<file path="config.mk">
export PLATFORM = sky130hd
export DESIGN_NAME = sqrt_unsigned_pipe
export DESIGN_NICKNAME = d
export VERILOG_FILES = /design/src/rtl/sqrt_unsigned_pipe.sv
export SDC_FILE = /design/constraint.sdc
export NUM_CORES = 1
export LEC_CHECK = 0
export CAP_MARGIN = 20
export CORE_MARGIN = 2
export CORE_UTILIZATION = 40
export CTS_CLUSTER_DIAMETER = 50
export DETAILED_ROUTE_END_ITERATION = 16
export MAX_ROUTING_LAYER = met4
export SLEW_MARGIN = 20
export SYNTH_ARGS = -nofsm -noshare
export SYNTH_HDL_FRONTEND = slang
export SYNTH_SLANG_ARGS = --single-unit
</file>
<file path="constraint.sdc">
create_clock -name clk -period 7.7 [get_ports clk]
set_clock_uncertainty 0.05 [all_clocks]
set_input_delay 1.155 -clock clk [delete_from_list [all_inputs] [get_ports clk]]
set_output_delay 1.155 -clock clk [all_outputs]
set_load 0.02 [all_outputs]
</file>
<file path="src/rtl/sqrt_unsigned_pipe.sv">
// Unsigned fixed-point square root, non-restoring digit recurrence, one result bit per stage; SQRT_ROUND_EN adds a round stage.
// Latency: N+2 cycles with N = IN_W/2+FRAC_W (+1 with SQRT_ROUND_EN); one sample per cycle.
// Backpressure: a single global enable freezes every stage while valid_out is held and ready_in is low.
module sqrt_unsigned_pipe #(
    parameter int IN_W   = 20,
    parameter int FRAC_W = 0
) (
    input  logic                    clk,
    input  logic                    rst_n,
    input  logic                    valid_in,
    output logic                    ready_out,
    input  logic [IN_W-1:0]         x,
    output logic                    valid_out,
    input  logic                    ready_in,
    output logic [IN_W/2+FRAC_W-1:0] y,
    output logic                    exact
);

    localparam int RES_W = IN_W/2 + FRAC_W;
`ifdef SQRT_ROUND_EN
    localparam int N = RES_W + 1;
`else
    localparam int N = RES_W;
`endif
    localparam int RAD_W = 2*N;
    localparam int REM_W = N + 2;
    localparam int SH    = 2*(N - IN_W/2);

    logic en;
    assign en        = !valid_out || ready_in;
    assign ready_out = en;

    logic [N:0]       vld_q;
    logic [RAD_W-1:0] rad_q [0:N-1];
    logic [REM_W-1:0] rem_q [0:N];
    logic [N-1:0]     quo_q [0:N];

    logic [REM_W-1:0] rem_nxt [1:N];
    logic [N-1:0]     quo_nxt [1:N];

    // Non-negative remainder subtracts 4Q+1, negative one adds 4Q+3.
    function automatic logic [REM_W-1:0] iter_rem(
        input logic [REM_W-1:0] r,
        input logic [N-1:0]     q,
        input logic [1:0]       d
    );
        logic [REM_W-1:0] sh;
        sh = REM_W'({r, d});
        if (r[REM_W-1])
            iter_rem = sh + {q, 2'b11};
        else
            iter_rem = sh - {q, 2'b01};
    endfunction

    always_comb begin
        for (int k = 1; k <= N; k++) begin
            rem_nxt[k] = iter_rem(rem_q[k-1], quo_q[k-1], rad_q[k-1][RAD_W-1 -: 2]);
            quo_nxt[k] = N'({quo_q[k-1], ~rem_nxt[k][REM_W-1]});
        end
    end

    logic [REM_W-1:0] rem_fix;
    logic [N-1:0]     q_fin;
    logic [RES_W-1:0] y_nxt;
    logic             exact_nxt;
`ifdef SQRT_ROUND_EN
    logic [RES_W:0]   rnd_sum;
`endif

    always_comb begin
        q_fin   = quo_q[N];
        rem_fix = rem_q[N];
        if (rem_q[N][REM_W-1])
            rem_fix = rem_q[N] + {1'b0, q_fin, 1'b1};
`ifdef SQRT_ROUND_EN
        rnd_sum   = {1'b0, q_fin[N-1:1]} + {{RES_W{1'b0}}, q_fin[0]};
        y_nxt     = rnd_sum[RES_W] ? {RES_W{1'b1}} : rnd_sum[RES_W-1:0];
        exact_nxt = (rem_fix == '0) && !q_fin[0];
`else
        y_nxt     = q_fin;
        exact_nxt = (rem_fix == '0);
`endif
    end

    always_ff @(posedge clk or negedge rst_n) begin
        if (!rst_n) begin
            vld_q     <= '0;
            valid_out <= 1'b0;
            y         <= '0;
            exact     <= 1'b0;
            for (int k = 0; k < N; k++)
                rad_q[k] <= '0;
            for (int k = 0; k <= N; k++) begin
                rem_q[k] <= '0;
                quo_q[k] <= '0;
            end
        end else if (en) begin
            vld_q[0] <= valid_in;
            rad_q[0] <= RAD_W'(x) << SH;
            rem_q[0] <= '0;
            quo_q[0] <= '0;
            for (int k = 1; k < N; k++)
                rad_q[k] <= rad_q[k-1] << 2;
            for (int k = 1; k <= N; k++) begin
                vld_q[k] <= vld_q[k-1];
                rem_q[k] <= rem_nxt[k];
                quo_q[k] <= quo_nxt[k];
            end
            valid_out <= vld_q[N];
            y         <= y_nxt;
            exact     <= exact_nxt;
        end
    end

endmodule
</file>
==> results_dict.tcl <==
set metrics [dict create \
    place_congestion 0.815 \
    avgViaCountPerCell 5.10 \
    slew_viol_final 0 \
    syn-instance-count 1658 \
    yosysTopAreaCellShare 0.485 \
    fillCellCount 3476 \
    ys_warn_count 0 \
    cts_num_sinks 287 \
    vias 11024 \
    synthFlopType "dfrtp_1" \
    wirelength_mm 30.0 \
    ant_nets 0 \
    cts_setup_buffers 0 \
    syn_area_per_cell_um2 8.92 \
    synthToLayoutAreaGrowth_pct 13.8 \
    timing.fmax_mhz 248 \
    crit_type "input pin to primary output" \
    finalCriticalPeriod_ns 4.03 \
    clockBufferDepth 3 \
    yosysSeqAreaShare 0.485 \
    grt_pass1_vias 10898 \
    drt_iter0_drc 742 \
    numCtsBuffers 37 \
    grt_pass1_wl_mm 52.5 \
    htree_levels 2 \
    drv_cap 0 \
    die_x_um 196 \
    clk_pin_slew_ns 0.06 \
    seq_area_um2 7180 \
    timing.hold.ws_ns 0.388 \
    start_util 0.405 \
    drive_gt1_frac 0.0508 \
    hold_violations 0 \
    period_share 0.523 \
    cts_hold_buffers 0 \
    die-area_um2 38500 \
    cp_slowest_cell "clkdlybuf4s50_1" \
    drc 0 \
    synth-seq-cells 287 \
    nets 1782 \
    cp.arrival_ns 2.82 \
    synth_edf_count 0 \
    final_common_cell "nand2_1" \
    synth_top_cell_by_area "dfrtp_1" \
    ctsResizeCount 0 \
    dpl.hpwl_mm 19.3 \
    status "complete, no violations" \
    worstHoldPathType "flip-flop to flip-flop" \
    cts_tree "yes" \
    tns_ns 0 \
    worstSkewPairLatency_ns 0.53 \
    slew_headroom 0.302 \
    final_cell_mix "nand2_1, dfrtp_1, a21oi_1" \
    worstMarginPinSlew_ns 1.05 \
    grt_overflow 0 \
    wire_per_inst_um 13.9 \
    synth_nets 1775 \
    root_buffer "clkbuf_16" \
    drtPass1Iterations 5 \
    worstSetupEndpointType "primary output" \
    rows 70 \
    crit_top_cell "clkdlybuf4s50_1" \
    start_kind "input pin" \
    io_buffers 36 \
    antenna_found_initial 0 \
    ios 37 \
    grt_max_degree 238 \
    core-area_um2 36500 \
    diodes 0 \
    crit_chain "clkdlybuf4s50_1 > nor2b_4 > inv_8 > clkdlybuf4s50_1" \
    synth.cell_area_um2 14800 \
    synth_cell_type_count 55 \
    setup_viol 0 \
    gr-usage-all-layers 0.168 \
    critPathMaxFanout 84 \
    async_reset_ff_frac 1.00 \
    multi_input_area_um2 7170 \
    synth.area.top_cells "dfrtp_1, nand2_1, ha_1" \
    max_stage_delay_ns 0.70 \
    die_height_um 196 \
    cp_data_required_time_ns 6.49 \
    rsz0062_at_grt "no" \
]
## final timing paths
| path | start | end | slack, ns | depth (start not counted) |
|---|---|---|---|---|
| worst max register to register | rem_q[35] | rem_q[23] | 4.74 | 8 |
| worst min register to register | rad_q[198] | rem_q[108] | 0.39 | 1 |
| worst max-delay path | ready_in | ready_out | 3.67 | 4 |
| worst min-delay path | rad_q[198] | rem_q[108] | 0.39 | 1 |
| min in group asynchronous | rst_n | quo_nxt[9] | 0.61 | 1 |
| max in group asynchronous | rst_n | rem_q[81] | 5.56 | 2 |
## worst max-delay path: cells and delay by family
family | cells | cell delay, ns
buf+inv | 3 | 1.50
simple gates | 1 | 0.08
## synth_stat cells, drive strengths merged, types with 21 or more instances
cell,n
ha,91
nor2,69
xor2,26
nand3,31
nor3,34
inv,45
a21oi,102
o21ai,69
o21a,32
dfrtp,287
xnor2,73
nand2,538
o31ai,21
clkbuf,64
## logic make-up (layout without fill, tap and decap cells)
group                    after synthesis  in the layout  synth area share
AND/OR/NAND/NOR                      763            763             0.218
AO/OA/AOI/OAI                        289            289             0.121
flip-flops                           287            287             0.485
buffers and inverters                119            155            0.0307
XOR/XNOR                              99             99            0.0586
adder cells (fa/ha/maj)               93             93            0.0797
multiplexers                           8              8           0.00600
## stage by stage
step / utilization / worst slack (ns) / area, um2 / std cells
after floorplan: - / 4.34 / 14800 / 1658
after global placement: 0.426 / 3.68 / 15500 / 2094
after detailed placement: 0.426 / 3.60 / 15500 / 2094
after CTS: 0.461 / 3.68 / 16800 / 2162
after global routing: 0.461 / 3.61 / 16800 / 2162
final: 0.461 / 3.67 / 16800 / 2162
## per-layer routing
layer  wire length, um  track usage
met2             13200        0.257
met1             15300        0.232
met3               953       0.0234
met5                 0            -
met4               652       0.0508
## area by class of cell
| class | instances | area share |
|---|---|---|
| well taps | 468 | 0.0348 |
| inverters | 45 | 0.0105 |
| flip-flops and latches | 287 | 0.427 |
| clock inverters | 15 | 0.0106 |
| repair buffers | 42 | 0.0259 |
| multi-input cells | 1252 | 0.426 |
| clock buffers | 53 | 0.0659 |
## state kept, by name (all words and copies together) (netlist names)
register,flops
rad_q,110
rem_q,99
quo_nxt,45
vld_q,11
q_fin,10
y,10
exact,1
valid_out,1
Power is not shown: default switching activity piles up to over one toggle a cycle in this logic, so the estimate is an artifact.
